$ cat src/rtl/uart_pkg.sv
// rtl/uart_pkg.sv - shared UART definitions for the receive and transmit controllers
package uart_pkg;

  localparam int unsigned UART_DATA_W        = 8;
  localparam int unsigned DEFAULT_BIT_CYCLES = 434;

  typedef enum logic [2:0] {
    ST_IDLE    = 3'b000,
    ST_START   = 3'b001,
    ST_DATA    = 3'b010,
    ST_STOP    = 3'b011,
    ST_DONE    = 3'b100,
    ST_WAIT_HI = 3'b101
  } uart_state_e;

endpackage

$ cat src/rtl/uart_bit_timer.sv
// rtl/uart_bit_timer.sv - bit-period timer producing half-bit and full-bit ticks
module uart_bit_timer #(
  parameter int unsigned BIT_CYCLES  = 434,
  parameter int unsigned HALF_CYCLES = BIT_CYCLES / 2
) (
  input  logic clk,
  input  logic rst,
  input  logic clr,
  input  logic half_mode,
  output logic end_half_time,
  output logic end_bit_time
);

  localparam logic [15:0] BIT_TOP  = 16'(BIT_CYCLES - 1);
  localparam logic [15:0] HALF_TOP = 16'(HALF_CYCLES - 1);

  logic [15:0] cnt_q, cnt_d;
  logic        at_top;

  always_comb begin
    at_top = half_mode ? (cnt_q == HALF_TOP) : (cnt_q == BIT_TOP);
    cnt_d  = cnt_q + 16'd1;
    if (clr || at_top) begin
      cnt_d = 16'd0;
    end
    end_half_time = half_mode && at_top;
    end_bit_time  = !half_mode && at_top;
  end

  always_ff @(posedge clk or posedge rst) begin
    if (rst) begin
      cnt_q <= 16'd0;
    end else begin
      cnt_q <= cnt_d;
    end
  end

endmodule

$ cat src/rtl/uart_rx_ctrl.sv
// rtl/uart_rx_ctrl.sv - 8N1 UART receiver with sticky valid, overrun and framing-error flags
module uart_rx_ctrl
  import uart_pkg::*;
#(
  parameter int unsigned BIT_CYCLES  = DEFAULT_BIT_CYCLES,
  parameter int unsigned HALF_CYCLES = BIT_CYCLES / 2
) (
  input  logic                   clk,
  input  logic                   rst,
  input  logic                   rx_i,
  input  logic                   rx_clr,
  output logic [UART_DATA_W-1:0] rx_data,
  output logic                   rx_valid,
  output logic                   overrun,
  output logic                   frame_err,
  output logic                   rx_busy,
  output logic [2:0]             rx_state
);

  uart_state_e            state_q, state_d;
  logic                   sync1_q, sync1_d;
  logic                   rx_s_q, rx_s_d;
  logic                   rx_prev_q, rx_prev_d;
  logic [2:0]             bit_idx_q, bit_idx_d;
  logic [UART_DATA_W-1:0] shreg_q, shreg_d;
  logic [UART_DATA_W-1:0] data_q, data_d;
  logic                   valid_q, valid_d;
  logic                   over_q, over_d;
  logic                   ferr_q, ferr_d;
  logic                   tmr_clr;
  logic                   end_half;
  logic                   end_bit;
  logic                   start_edge;

  uart_bit_timer #(
    .BIT_CYCLES  (BIT_CYCLES),
    .HALF_CYCLES (HALF_CYCLES)
  ) u_timer (
    .clk           (clk),
    .rst           (rst),
    .clr           (tmr_clr),
    .half_mode     (state_q == ST_START),
    .end_half_time (end_half),
    .end_bit_time  (end_bit)
  );

  always_comb begin
    sync1_d    = rx_i;
    rx_s_d     = sync1_q;
    rx_prev_d  = rx_s_q;
    start_edge = !rx_s_q && rx_prev_q;

    state_d   = state_q;
    bit_idx_d = bit_idx_q;
    shreg_d   = shreg_q;
    data_d    = data_q;
    valid_d   = valid_q;
    over_d    = over_q;
    ferr_d    = ferr_q;
    tmr_clr   = 1'b0;

    // Clear first so that set events below take precedence in the same cycle.
    if (rx_clr) begin
      valid_d = 1'b0;
      over_d  = 1'b0;
      ferr_d  = 1'b0;
    end

    case (state_q)
      ST_IDLE: begin
        tmr_clr = 1'b1;
        if (start_edge) begin
          state_d = ST_START;
        end
      end
      ST_START: begin
        if (end_half) begin
          if (rx_s_q) begin
            state_d = ST_IDLE;
          end else begin
            state_d   = ST_DATA;
            bit_idx_d = 3'd0;
            tmr_clr   = 1'b1;
          end
        end
      end
      ST_DATA: begin
        if (end_bit) begin
          shreg_d[bit_idx_q] = rx_s_q;
          if (bit_idx_q == 3'd7) begin
            state_d   = ST_STOP;
            bit_idx_d = 3'd0;
          end else begin
            bit_idx_d = bit_idx_q + 3'd1;
          end
        end
      end
      ST_STOP: begin
        if (end_bit) begin
          if (rx_s_q) begin
            state_d = ST_DONE;
          end else begin
            ferr_d  = 1'b1;
            state_d = ST_WAIT_HI;
          end
        end
      end
      ST_DONE: begin
        data_d  = shreg_q;
        valid_d = 1'b1;
        if (valid_q && !rx_clr) begin
          over_d = 1'b1;
        end
        state_d = ST_IDLE;
      end
      // Holding here through a break keeps a long low line from looking like a new start.
      ST_WAIT_HI: begin
        if (rx_s_q) begin
          state_d = ST_IDLE;
        end
      end
      default: begin
        state_d = ST_IDLE;
      end
    endcase
  end

  always_ff @(posedge clk or posedge rst) begin
    if (rst) begin
      state_q   <= ST_IDLE;
      sync1_q   <= 1'b1;
      rx_s_q    <= 1'b1;
      rx_prev_q <= 1'b1;
      bit_idx_q <= 3'd0;
      shreg_q   <= '0;
      data_q    <= '0;
      valid_q   <= 1'b0;
      over_q    <= 1'b0;
      ferr_q    <= 1'b0;
    end else begin
      state_q   <= state_d;
      sync1_q   <= sync1_d;
      rx_s_q    <= rx_s_d;
      rx_prev_q <= rx_prev_d;
      bit_idx_q <= bit_idx_d;
      shreg_q   <= shreg_d;
      data_q    <= data_d;
      valid_q   <= valid_d;
      over_q    <= over_d;
      ferr_q    <= ferr_d;
    end
  end

  assign rx_data   = data_q;
  assign rx_valid  = valid_q;
  assign overrun   = over_q;
  assign frame_err = ferr_q;
  assign rx_busy   = (state_q != ST_IDLE);
  assign rx_state  = state_q;

endmodule

$ cat config.mk
export PLATFORM = sky130hd
export DESIGN_NAME = uart_rx_ctrl
export DESIGN_NICKNAME = d
export VERILOG_FILES = /design/src/rtl/uart_pkg.sv /design/src/rtl/uart_bit_timer.sv /design/src/rtl/uart_rx_ctrl.sv
export SDC_FILE = /design/constraint.sdc
export NUM_CORES = 1
export LEC_CHECK = 0
export BUFFER_PORTS_ARGS = -buffer_cell sky130_fd_sc_hd__buf_2
export CAP_MARGIN = 20
export CORE_ASPECT_RATIO = 0.7
export CORE_UTILIZATION = 50
export DETAILED_ROUTE_END_ITERATION = 8
export GPL_ROUTABILITY_DRIVEN = 1
export PLACE_DENSITY = 0.72
export SKIP_CTS_REPAIR_TIMING = 1
export SYNTH_ARGS = -nofsm -noshare
export SYNTH_HDL_FRONTEND = slang
export SYNTH_SLANG_ARGS = --single-unit
$ cat constraint.sdc
create_clock -name clk -period 1.9 [get_ports clk]
set_input_delay 0.095 -clock clk [delete_from_list [all_inputs] [get_ports clk]]
set_output_delay 0.095 -clock clk [all_outputs]
set_load 0.05 [all_outputs]
# Word-level counts from Yosys, hierarchy flattened
# Cells that the tools add are included.
dict set report totals {
  regBits 44
  latch_bits 0
  ramBits 0
  romBits 0
  input_bits 4
  output_inout_bits 15
  word_cells 77
  n_memories 0
}
dict set report op_classes {
  addsub 2
  mul 0
  n_div 0
  n_lt_le_gt_ge 2
  eq_ne 15
  n_shift 0
  mux 31
  bitwise 0
  reduce_logical 16
}
# op n
set op_table {}
lappend op_table {{$mux 3} 10}
lappend op_table {{$add 16x1->16 const B} 1}
lappend op_table {{$eq 16x8->1 const B} 1}
lappend op_table {{$eq 16x9->1 const B} 1}
lappend op_table {{$mux 16} 1}
lappend op_table {{$pmux 3 s5} 1}
lappend op_table {{$mux 1} 14}
lappend op_table {{$ne 2x2->1 const B} 7}
lappend op_table {{$eq 3x3->1 const B} 3}
lappend op_table {{$bwmux 8} 1}
lappend op_table {{$eq 3x2->1 const B} 2}
lappend op_table {{$pmux 3 s2} 1}
lappend op_table {{$reduce_and 6->1} 1}
lappend op_table {{$logic_and 1x1->1} 5}
lappend op_table {{$lt 3x4->1 const B} 1}
lappend op_table {{$reduce_and 4->1} 1}
lappend op_table {{$reduce_bool 2->1} 2}
lappend op_table {{$add 3x1->3 const B} 1}
lappend op_table {{$demux 1 s3} 1}
lappend op_table {{$eq 3x1->1 const B} 1}
lappend op_table {{$ge 3x1->1 const B} 1}
lappend op_table {{$logic_not 1->1} 3}
lappend op_table {{$logic_not 3->1} 1}
lappend op_table {{$reduce_bool 3->1} 1}
lappend op_table {{4 further kinds} 4}

# Longest topological paths before layout
dict set report depth {
  ltp_word 7
  mapped_depth 7
}

# Hierarchy
# A second synthesis with hierarchy kept.
dict set report unflattened {
  hier_cells 189
  area_unflattened_um2 2210.9
}
# mod instances cells_per_inst area_per_inst_um2 seq_area_each_um2
set modules_own_cells {}
lappend modules_own_cells {uart_rx_ctrl 1 103 1333.8 704.4}
lappend modules_own_cells {uart_bit_timer 1 86 877.1 400.4}

# Worst setup path after synthesis
# OpenSTA, ideal clock, no wires.
dict set report synth_path {
  kind {register to register}
  start {register state_q[0] (netlist: rx_state[0])}
  end {register shreg_q[1]}
  setup_time_ps 128
  arrival_time_ps 2155
  t_required_ps 1772
  slack_ps -383
  stages_incl_launch_ff 7
  path_buffers 1
  synth_period_minus_slack_ps 2283
  cell_sequence {dfrtp_1 > buf_6 > or3b_4 > nor3_4 > o211ai_4 > nor4b_2 > mux2_1}
}
dict set report synth_between {
  elab_chain_cells 4
  elab_cells_between_ends 6
  classes_between {eq/ne: 2; mux: 1; reduce/logical: 3}
}
# item line_no
set synth_lines {}
lappend synth_lines {{from (decl)} uart_rx_ctrl.sv:20} ;# uart_state_e state_q, state_d;
lappend synth_lines {{from (signal assigned)} uart_rx_ctrl.sv:141} ;# state_q <= state_d;
lappend synth_lines {{$eq 3x1->1} uart_rx_ctrl.sv:42} ;# .half_mode (state_q == ST_START),
lappend synth_lines {{$mux 1 or $logic_not 1->1 (tied branches)} {uart_bit_timer.sv:21, uart_bit_timer.sv:27}}
lappend synth_lines {{$logic_and 1x1->1} uart_bit_timer.sv:27} ;# end_bit_time = !half_mode && at_top;
lappend synth_lines {{$reduce_and 2->1 (no line) (*)} n/a}
lappend synth_lines {{to (signal assigned)} uart_rx_ctrl.sv:146} ;# shreg_q <= shreg_d;
lappend synth_lines {{to (decl)} uart_rx_ctrl.sv:25} ;# logic [UART_DATA_W-1:0] shreg_q, shreg_d;
# Mark *: on every way between the ends. The rest lies on a longest branch, timed or not.
# A chain may end at the register's enable or synchronous reset.

# Final worst setup path
dict set report layout_path {
  start {register state_q[2] (netlist: rx_state[2])}
  end {register shreg_q[1]}
}
# Same word-level chain as after synthesis.

==> impl_results.md <==
- Status: finished, violations left
- Failing checks: setup timing
- Sw Ratio: 0.272
- Row count: 19
- Diode count: 0
- Clock network power share: 0.342
- Tot GR Track Use: 0.218
- Synth area leader: dfrtp_1
- Final nets: 230
- DP Worst Slack: -0.0891 ns
- Initial Util: 0.529
- # clock sinks: 44
- Layout cells sized above 1: 0.353
- Critical-path maximum fanout: 5
- PwrDens: 830 nW/um^2
- Slew Viols, Final: 0
- Die H: 56.2 um
- Clk Latency, worst-skew pair: 0.31 ns
- Pin count of the biggest net entering global routing: 45
- Register area share after synthesis: 0.526
- Top cell type's share of synthesized area: 0.488
- Number of global-route vias before repair: 1487
- Count of input and output buffers: 18
- Main combinational cell family by area after synthesis: simple AND/OR/NAND/NOR gates
- First-pass GRT wire length: 7190 um
- Multiplexer share of the synthesized area: 0.101
- Area delta synth->final: 21.7%
- Most frequent cell after synthesis: dfrtp_1
- XOR/XNOR Fraction of Synth Area: 0.0583
- Synth Area in Compound Gates: 0.0583
- Average wire per standard cell: 16.2 um
- EDFF count, synth: 0
- Initial DRC count: 143
- Crit path time final: 2.01 ns
- FILL cells: 296
- Cells after Synth: 183
- Syn Nets: 190
- Leakage: 0.00122 uW
- Avg Cell Area, Syn: 11.5 um^2
- Worst slew pin tran: 0.540 ns
- Fraction of registers with async set/reset: 1.00
- Setup violations, final: 8
- Syn. warnings: 0
- Data arrival, critical path: 2.21 ns
- Switch Pwr: 577 uW
- Maximum vdd drop: 0.511 mV
- Internal power: 1550 uW
- Initial antenna violation count: 0
- Root Driver: clkbuf_8
- Drt total wl: 4480 um
- Hold_sp: rx_s_d$_DFF_PP1_
- Simple logic cell fraction of the synthesized area: 0.198
- First drt pass iteration count: 4
- CTS buffer count: 5
- Crit path kind: flop to flop
- Prevailing post-synth register cell: dfrtp_1
- CP Cell Sequence: or3b_4, nor3_4, o211ai_4, nor4b_2, mux2_1
- Post-route cell area: 2560 um^2
- Final hold slack: 0.362 ns
- Core area: 3970 um^2
- Post-DP Area: 2300 um^2
- Setup Total Neg Slack: -0.578 ns
- Fin crit share: 1.06
- Sequential power share: 0.491
- Hold Crit Class: flop to flop
- Gr ovfl total: 0
- Worst setup SP type: flop
- Critical-path top delay cell: dfrtp_2
- Mapped Area: 2100 um^2
- HPWL after DPL: 2890 um
- Flip-flop and latch area: 1110 um^2
- Clock transition at path regs: 0.09 ns
- FF+latch count, synth: 44
- Min setup slack post-route: -0.114 ns
- Worst r2r src: rx_state[2]$_DFFE_PP0P_
- I/O Pins: 19
- Multi-input gate area in the final layout: 976 um^2
- DR vias: 1575
- CP Buf/Inv Count: 0
- Required time worst endpoint: 2.09 ns
- H-tree levels: 2
- CTS tree: built
- Endpoint type of the worst setup path: flop
- Comb power frac: 0.167
- Top cells by area, synth: dfrtp_1 49%, nor2_1 5.0%, mux2_2 4.8%, mux2_1 4.3%, dfstp_2 3.8%
- Crit-path max cell delay: 0.43 ns
- Post-synth top cells: 41 x dfrtp_1, 28 x nor2_1, 9 x mux2_2, 9 x xor2_1
- Adder-Cell Fraction of Synth Area: 0.0179
- Max Cap Violations: 0
- Post-synth cell types: 47
- GPL Wtd Cong: 0.854
- Clock skew: 0.0122 ns
- Die area: 4470 um^2
- Relative slew slack: 0.640
- DRC: 0
- Max Root-Sink Buffers: 2
- Critical path's top delay family: simple AND/OR/NAND/NOR gates
- Die width: 79.5 um
- RSZ-0062 raised after global routing: true
- Vias/cell: 5.71
- Final hold violations: 0
- Fmax: 0.497 GHz
- Final ANT Viol Nets: 0
- Worst setup path start: rx_state[2]$_DFFE_PP0P_
## power by group through the flow
| stage | logic, uW | clock network, uW | registers [uW] |
|---|---|---|---|
| after detailed placement | 322 | 0 | 1060 |
| after CTS | 327 | 733 | 1040 |
| after floorplan | 186 | 0 | 1080 |
| after global placement | 313 | 0 | 1050 |
| after global routing | 398 | 781 | 1050 |
| final | 355 | 726 | 1040 |
## flip-flops by register name, indices dropped and copies added, names as in the netlist
register / flops
rx_valid: 1
shreg_q: 8
rx_data: 8
bit_idx_q: 3
frame_err: 1
rx_s_d: 1
overrun: 1
rx_prev_d: 1
rx_prev_q: 1
rx_state: 3
u_timer.cnt_q: 16
## routing by layer
metal / vias up / track usage / share of wire
li1: 725 / - / -
met1: 786 / 0.317 / 0.48
met2: 51 / 0.305 / 0.45
met3: 13 / 0.0557 / 0.048
met4: 0 / 0.0935 / 0.021
met5: - / 0 / 0
## cell type report
| cell class | instances | area share |
|---|---|---|
| timing repair buffer | 39 | 0.106 |
| tap | 52 | 0.0254 |
| sequential | 44 | 0.433 |
| multi-input combinational | 126 | 0.381 |
| clock inverter | 3 | 0.0166 |
| clock buffer | 5 | 0.0269 |
| inverter | 7 | 0.0103 |
## final timing paths
| path | slack [ns] | end | cells after the start |
|---|---|---|---|
| max reg2reg | -0.11 | shreg_q[1]$_DFFE_PP0P_ | 5 |
| min in group asynchronous | 0.46 | shreg_q[5]$_DFFE_PP0P_ | 4 |
| min | 0.36 | rx_prev_d$_DFF_PP1_ | 0 |
| min reg2reg | 0.36 | rx_prev_d$_DFF_PP1_ | 0 |
| max in group asynchronous | 1.03 | rx_state[0]$_DFFE_PP0P_ | 4 |
| max | -0.11 | shreg_q[1]$_DFFE_PP0P_ | 5 |
## cell usage in the layout, fill, tap and decap left out, drive strengths merged, types with 6 or more instances in the layout
cell type,instances
nand3,7
nor3,6
inv,7
mux2,17
buf,36
nor2,28
dfrtp,41
nand2,8
xor2,9
## logic make-up (layout without fill, tap and decap cells)
logic type | Yosys count | in the layout
AOI/OAI and AO/OA | 15 | 16
xor gates and xnor gates | 14 | 14
adders and majority gates | 3 | 3
buffers and inverters | 14 | 54
DFF | 44 | 44
muxes | 19 | 19
and+or+nand+nor | 74 | 74
## through the flow
step / cells / total power (uW) / utilization
2_1_floorplan: 183 / 1260 / -
3_3_place_gp: 260 / 1370 / 0.581
3_5_place_dp: 260 / 1380 / 0.581
4_1_cts: 268 / 2100 / 0.609
5_1_grt: 276 / 2230 / 0.645
6_report: 276 / 2120 / 0.645
(Power assumes the default switching activity.)
